**src/rtl/mld_pkg.sv**
```systemverilog
`default_nettype none
// ============================================================================
// Module  : mld_pkg
// Brief   : Shared FSM encoding and (15,7) code defaults for the
//           majority-logic cyclic decoder.
// Rev     : 1.0
// ============================================================================
package mld_pkg;

    typedef enum logic [0:0] {
        ST_LOAD   = 1'b0,
        ST_DECODE = 1'b1
    } state_t;

    // g(x) = x^8 + x^7 + x^6 + x^4 + 1, bit i = coefficient of x^i
    localparam logic [8:0]  C_DEF_GEN_POLY  = 9'h1D1;
    // Four syndrome-tap masks orthogonal on the highest-order bit
    localparam logic [31:0] C_DEF_CSUM_MASK = 32'h8045_2208;

endpackage
`default_nettype wire

```
**src/rtl/majority_gate_n.sv**
```systemverilog
`default_nettype none
// ============================================================================
// Module  : majority_gate_n
// Brief   : Threshold gate, asserts when more than J/2 of J inputs are set.
// Rev     : 1.0
// ============================================================================
module majority_gate_n #(
    parameter int J = 4
) (
    input  logic [J-1:0] i_bits,
    output logic         o_maj
);

    localparam int            CW     = $clog2(J + 1);
    localparam logic [CW-1:0] C_HALF = CW'(J / 2);

    logic [CW-1:0] w_pop;

    always_comb begin
        w_pop = '0;
        for (int i = 0; i < J; i++) begin
            w_pop = w_pop + CW'(i_bits[i]);
        end
    end

    assign o_maj = (w_pop > C_HALF);

endmodule
`default_nettype wire

```
**src/rtl/mld_cyclic_decoder.sv**
```systemverilog
`default_nettype none
// ============================================================================
// Module  : mld_cyclic_decoder
// Brief   : Serial one-step majority-logic decoder for a cyclic (N,K) code.
// Rev     : 1.0
// ============================================================================
module mld_cyclic_decoder
    import mld_pkg::*;
#(
    parameter int                 N         = 15,
    parameter int                 K         = 7,
    parameter int                 J         = 4,
    parameter logic [N-K:0]       GEN_POLY  = C_DEF_GEN_POLY,
    parameter logic [J*(N-K)-1:0] CSUM_MASK = C_DEF_CSUM_MASK
) (
    input  logic                     clk,
    input  logic                     reset,
    input  logic                     abort,
    input  logic                     correct_en,
    input  logic                     in_valid,
    output logic                     in_ready,
    input  logic                     in_bit,
    output logic                     out_valid,
    input  logic                     out_ready,
    output logic                     out_bit,
    output logic                     out_info,
    output logic                     out_last,
    output logic [$clog2(N+1)-1:0]   err_count,
    output logic                     out_fail
);

    localparam int            R          = N - K;
    localparam int            CW         = $clog2(N);
    localparam int            EW         = $clog2(N + 1);
    localparam logic [CW-1:0] C_LAST     = CW'(N - 1);
    localparam logic [CW-1:0] C_INFO_END = CW'(K);
    localparam logic [EW-1:0] C_ERR_MAX  = EW'(N);

    state_t          r_state;
    state_t          w_state_next;
    logic [N-1:0]    r_buf;
    logic [R-1:0]    r_syn;
    logic [CW-1:0]   r_cnt;
    logic [EW-1:0]   r_err;

    logic [J-1:0]    w_csum;
    logic            w_err_flag;
    logic            w_corr;
    logic            w_is_load;
    logic            w_is_dec;
    logic            w_load_fire;
    logic            w_dec_fire;
    logic            w_last;
    logic            w_shift_in;
    logic [R-1:0]    w_fb;
    logic [R-1:0]    w_syn_step;

    generate
        for (genvar j = 0; j < J; j++) begin : g_csum
            assign w_csum[j] = ^(r_syn & CSUM_MASK[j*R +: R]);
        end
    endgenerate

    majority_gate_n #(
        .J (J)
    ) u_majority (
        .i_bits (w_csum),
        .o_maj  (w_err_flag)
    );

    assign w_is_load   = (r_state == ST_LOAD);
    assign w_is_dec    = (r_state == ST_DECODE);
    assign w_load_fire = w_is_load & in_valid;
    assign w_dec_fire  = w_is_dec & out_ready;
    assign w_last      = (r_cnt == C_LAST);
    assign w_corr      = w_err_flag & correct_en;

    // One shared divide-by-g(x) step: received bits while loading,
    // the applied correction while cycling during decode.
    assign w_shift_in  = w_is_load ? in_bit : w_corr;
    assign w_fb        = {R{r_syn[R-1]}} & {GEN_POLY[R-1:1], 1'b1};
    assign w_syn_step  = {r_syn[R-2:0], w_shift_in} ^ w_fb;

    always_ff @(posedge clk or negedge reset) begin
        if (!reset) begin
            r_state <= ST_LOAD;
        end else begin
            r_state <= w_state_next;
        end
    end

    always_comb begin
        w_state_next = r_state;
        if (abort) begin
            w_state_next = ST_LOAD;
        end else begin
            case (r_state)
                ST_LOAD:   if (in_valid && w_last)  w_state_next = ST_DECODE;
                ST_DECODE: if (out_ready && w_last) w_state_next = ST_LOAD;
                default:   w_state_next = ST_LOAD;
            endcase
        end
    end

    always_ff @(posedge clk or negedge reset) begin
        if (!reset) begin
            r_buf <= '0;
            r_syn <= '0;
            r_cnt <= '0;
            r_err <= '0;
        end else if (abort) begin
            r_buf <= '0;
            r_syn <= '0;
            r_cnt <= '0;
            r_err <= '0;
        end else if (w_load_fire) begin
            r_buf <= {r_buf[N-2:0], in_bit};
            r_syn <= w_syn_step;
            r_cnt <= w_last ? '0 : r_cnt + CW'(1);
            if (w_last) begin
                r_err <= '0;
            end
        end else if (w_dec_fire) begin
            if (w_last) begin
                r_buf <= '0;
                r_syn <= '0;
                r_cnt <= '0;
            end else begin
                r_buf <= {r_buf[N-2:0], 1'b0};
                r_syn <= w_syn_step;
                r_cnt <= r_cnt + CW'(1);
            end
            if (w_corr && (r_err != C_ERR_MAX)) begin
                r_err <= r_err + EW'(1);
            end
        end
    end

    // The final residual is reported alongside the last bit, before it is cleared.
    always_comb begin
        in_ready  = w_is_load;
        out_valid = w_is_dec;
        out_bit   = w_is_dec & (r_buf[N-1] ^ w_corr);
        out_info  = w_is_dec & (r_cnt < C_INFO_END);
        out_last  = w_is_dec & w_last;
        out_fail  = w_is_dec & w_last & (|w_syn_step);
        err_count = r_err;
    end

endmodule
`default_nettype wire
```
**config.mk**
```make
export PLATFORM = sky130hd
export DESIGN_NAME = mld_cyclic_decoder
export DESIGN_NICKNAME = d
export VERILOG_FILES = /design/src/rtl/mld_pkg.sv /design/src/rtl/majority_gate_n.sv /design/src/rtl/mld_cyclic_decoder.sv
export SDC_FILE = /design/constraint.sdc
export NUM_CORES = 1
export LEC_CHECK = 0
export CORE_MARGIN = 2
export CORE_UTILIZATION = 40
export CTS_CLUSTER_DIAMETER = 30
export DETAILED_ROUTE_END_ITERATION = 6
export DONT_BUFFER_PORTS = 1
export GPL_TIMING_DRIVEN = 0
export PLACE_DENSITY = 0.56
export SYNTH_ARGS = -nofsm -noshare
export SYNTH_HDL_FRONTEND = slang
export SYNTH_SLANG_ARGS = --single-unit
```
**constraint.sdc**
```tcl
create_clock -name clk -period 3 [get_ports clk]
set_input_delay 0.3 -clock clk [delete_from_list [all_inputs] [get_ports clk]]
set_output_delay 0.3 -clock clk [all_outputs]
set_load 0.02 [all_outputs]
```
==> reports/qor.yml <==
crit_top_cell: "xor2_1"
clk_path_buf_depth: 2
status: "complete, no violations"
min_period_over_period_pct: 96.47
required_ns: 2.70
rows: 23
crit_slowest_cell: "dfrtp_1"
syn2layout_area_growth_pct: 17.82
synth_top_family_by_area: "compound AO/OA/AOI/OAI gates"
seq_power_share_pct: 46.3
critical_path_class: "reg2out"
p_switching_w: 0.0002117
cts_made_buffers: 5
wl_um: 3323
routabilityCongestion: 0.7881
synth_compound_area_share_pct: 21.56
fin_worst_skew_ns: 0.008638
period_minus_slack_ns: 2.894
die_y_um: 67.40
initial_utilization_pct: 40.78
ys.flop_type: "dfrtp_1"
worst_path_largest_cell_delay_ns: 0.40
cp-startpoint: "r_syn[5]"
fin_nets: 175
ys_seq_area_share_pct: 49.81
synth_top_area_share_pct: 49.81
drc_errors: 0
synth_area_leaders: "dfrtp_1 (50%), a22o_1 (11%), ha_1 (4.7%)"
path_buf_inv: 0
worst_pin_slew_ns: 0.7185
worstPathMaxFanout: 3
relSlewSlack_pct: 51.81
min_path_type: "in2reg"
timing.rr.start: "r_syn[5]"
vias_per_cell: 5.656
clockRootBuffer: "clkbuf_8"
worstHoldStart: "in_bit"
synth_fp_nets: 162
yosys_warnings: 0
htreeDepth: 2
avgSynthCellArea_sq_um: 10.86
setup_tns_ns: 0
ir_drop_uv: 280.5
vias: 1199
grt_pass1_wl_um: 6037
clkTransAtPathRegs_ns: 0.07
synth_edf_count: 0
antenna_found_initial: 0
rsz0062_at_grt: "yes"
yosysTopAreaCell: "dfrtp_1"
first_pass_iters: 4
die_x_um: 67.40
drive_gt1_share_pct: 13.58
port_buffers: 0
crit_family: "adder cells"
grt_use_total_pct: 18.26
critPathArrivalTime_ns: 2.59
ys_ff_latch: 32
drtIter0Drc: 144
cts_tree: "yes"
slew_violations: 0
end_kind: "output pin"
core_area_sq_mm: 0.003943
leakage_nw: 0.8595
syn_inst: 148
setup_violations: 0
cp-start-kind: "register"
clkPwrFrac_pct: 46.4
insertion_delay_ns: 0.29
grt_pass1_vias: 1250
hold_violations: 0
drt.antenna.violating_nets: 0
overflow: 0
synthArstFlopShare_pct: 100.0
synth-simple-area-share_pct: 12.53
utilization_pct: 48.05
power_frac_comb_pct: 7.4
intPower_w: 0.0007618
synth-xor-area-share_pct: 3.813
antennaDiodeCount: 0
avgRoutedWirePerCell_um: 15.67
syn_area_sq_mm: 0.001608
dp_hpwl_um: 2360
grt_max_degree: 33
power_density_mw_per_mm2: 513.9
path_cells: "xor2_1, ha_1, fa_2, ha_4, nor3b_4, o31ai_2, xor2_1, o21a_2"
max_freq_mhz: 345.5
drv_cap: 0
io_pins: 17
swShare_pct: 21.75
total_power_w: 0.0009736
synth_cell_type_count: 37
synthAdderAreaFrac_pct: 5.914
cts_sinks: 32
fp.dieArea_sq_mm: 0.004543
whs_ns: 0.1962
muxShareOfSynthArea_pct: 2.179
## synth_stat cells (2+ instances only)
cell,count
nor4b_1,2
nor3_1,3
xnor2_1,3
dfrtp_1,32
and3_1,2
nand2_1,10
clkbuf_1,8
nand2b_1,4
o41ai_1,2
a21oi_1,6
mux2i_1,2
nor2_1,4
xor2_1,4
nor2b_1,2
ha_1,6
nand3b_1,2
inv_1,7
a211oi_1,2
o21ai_0,5
a31oi_1,2
a22o_1,20
a21o_1,2
nand3_1,3
o31ai_1,2
## sequential cells by signal, summed over array words and instances (netlist names)
name       flops
r_cnt          4
err_count      4
r_syn          8
r_buf         15
out_valid      1
## area by class of cell
type                            count  area [sq um]
Clock buffer                        7         96.34
Sequential cell                    32         800.8
Tap cell                           50         62.56
Clock inverter                      1         30.03
Inverter                            7         26.28
Multi-Input combinational cell    100         777.0
Buffer                              9         41.29
Timing Repair Buffer                6         60.06
Fill cell                         362          2048
## power groups by stage
stage | logic [W] | registers (W) | clock network, W
global route | 0.0000819 | 0.000451 | 0.000490
CTS | 0.0000706 | 0.000450 | 0.000461
floorplan | 0.0000431 | 0.000456 | 0
detailed placement | 0.0000541 | 0.000459 | 0
finish | 0.0000718 | 0.000450 | 0.000451
global placement | 0.0000517 | 0.000458 | 0
## layout by cell type, fill, tap and decap left out, types with 2 or more instances in the layout
cell and n:
dfrtp_1 32, a22o_1 20, nand2_1 10, clkbuf_1 8, inv_1 7, clkbuf_8 7
a21oi_1 6, o21ai_0 5, ha_1 5, xor2_1 4, nand2b_1 4, buf_4 4
xnor2_1 3, nand3_1 3, nor2_1 3, nor3_1 3, a211oi_1 2, and3_1 2
nor2b_1 2, a31oi_1 2, nor4b_1 2, a21o_1 2, o41ai_1 2, mux2i_1 2
nand3b_1 2
## stage by stage
step | std cells | cell area [sq um] | worst slack (ns)
floorplan | 148 | 1608 | 0.2905
global placement | 198 | 1670 | 0.1336
detailed placement | 198 | 1670 | 0.07863
CTS | 211 | 1868 | 0.006070
global route | 212 | 1894 | -0.02508
finish | 212 | 1894 | 0.1060
## what timing repair did
action	CTS	global route
gates resized for setup	6	2
setup buffers	3	1
setup endpoints to repair	2	2
hold buffers	2	0
pin swaps	1	2
hold endpoints to repair	32	0
## cell families (layout without fill, tap and decap cells)
family          count (synthesis)  after routing
mux                             3              3
buf+inv                        16             30
fa+ha+maj                       7              7
compound gates                 46             46
xor+xnor                        7              7
flops                          32             32
simple gates                   37             37
## metal layers
metal / wire [um] / vias to the layer above / share of wire (%) / GRT usage, %
li1: - / 568 / - / -
met1: 1635 / 603 / 49 / 25.11
met2: 1480 / 21 / 45 / 26.86
met3: 147 / 7 / 4.4 / 5.667
met4: 59 / 0 / 1.8 / 7.143
met5: 0 / - / 0 / 0
## worst paths after layout
check                               endpoint  slack (ns)  cells past startpoint
max in group asynchronous           r_buf[0]        2.37                      2
worst max-delay path                out_fail        0.11                      8
worst max register to register  err_count[0]        0.33                      8
worst min register to register     r_buf[10]        0.50                      1
worst min-delay path                r_buf[0]        0.20                      1
min in group asynchronous           r_syn[1]        0.45                      2
(Power assumes the default switching activity.)
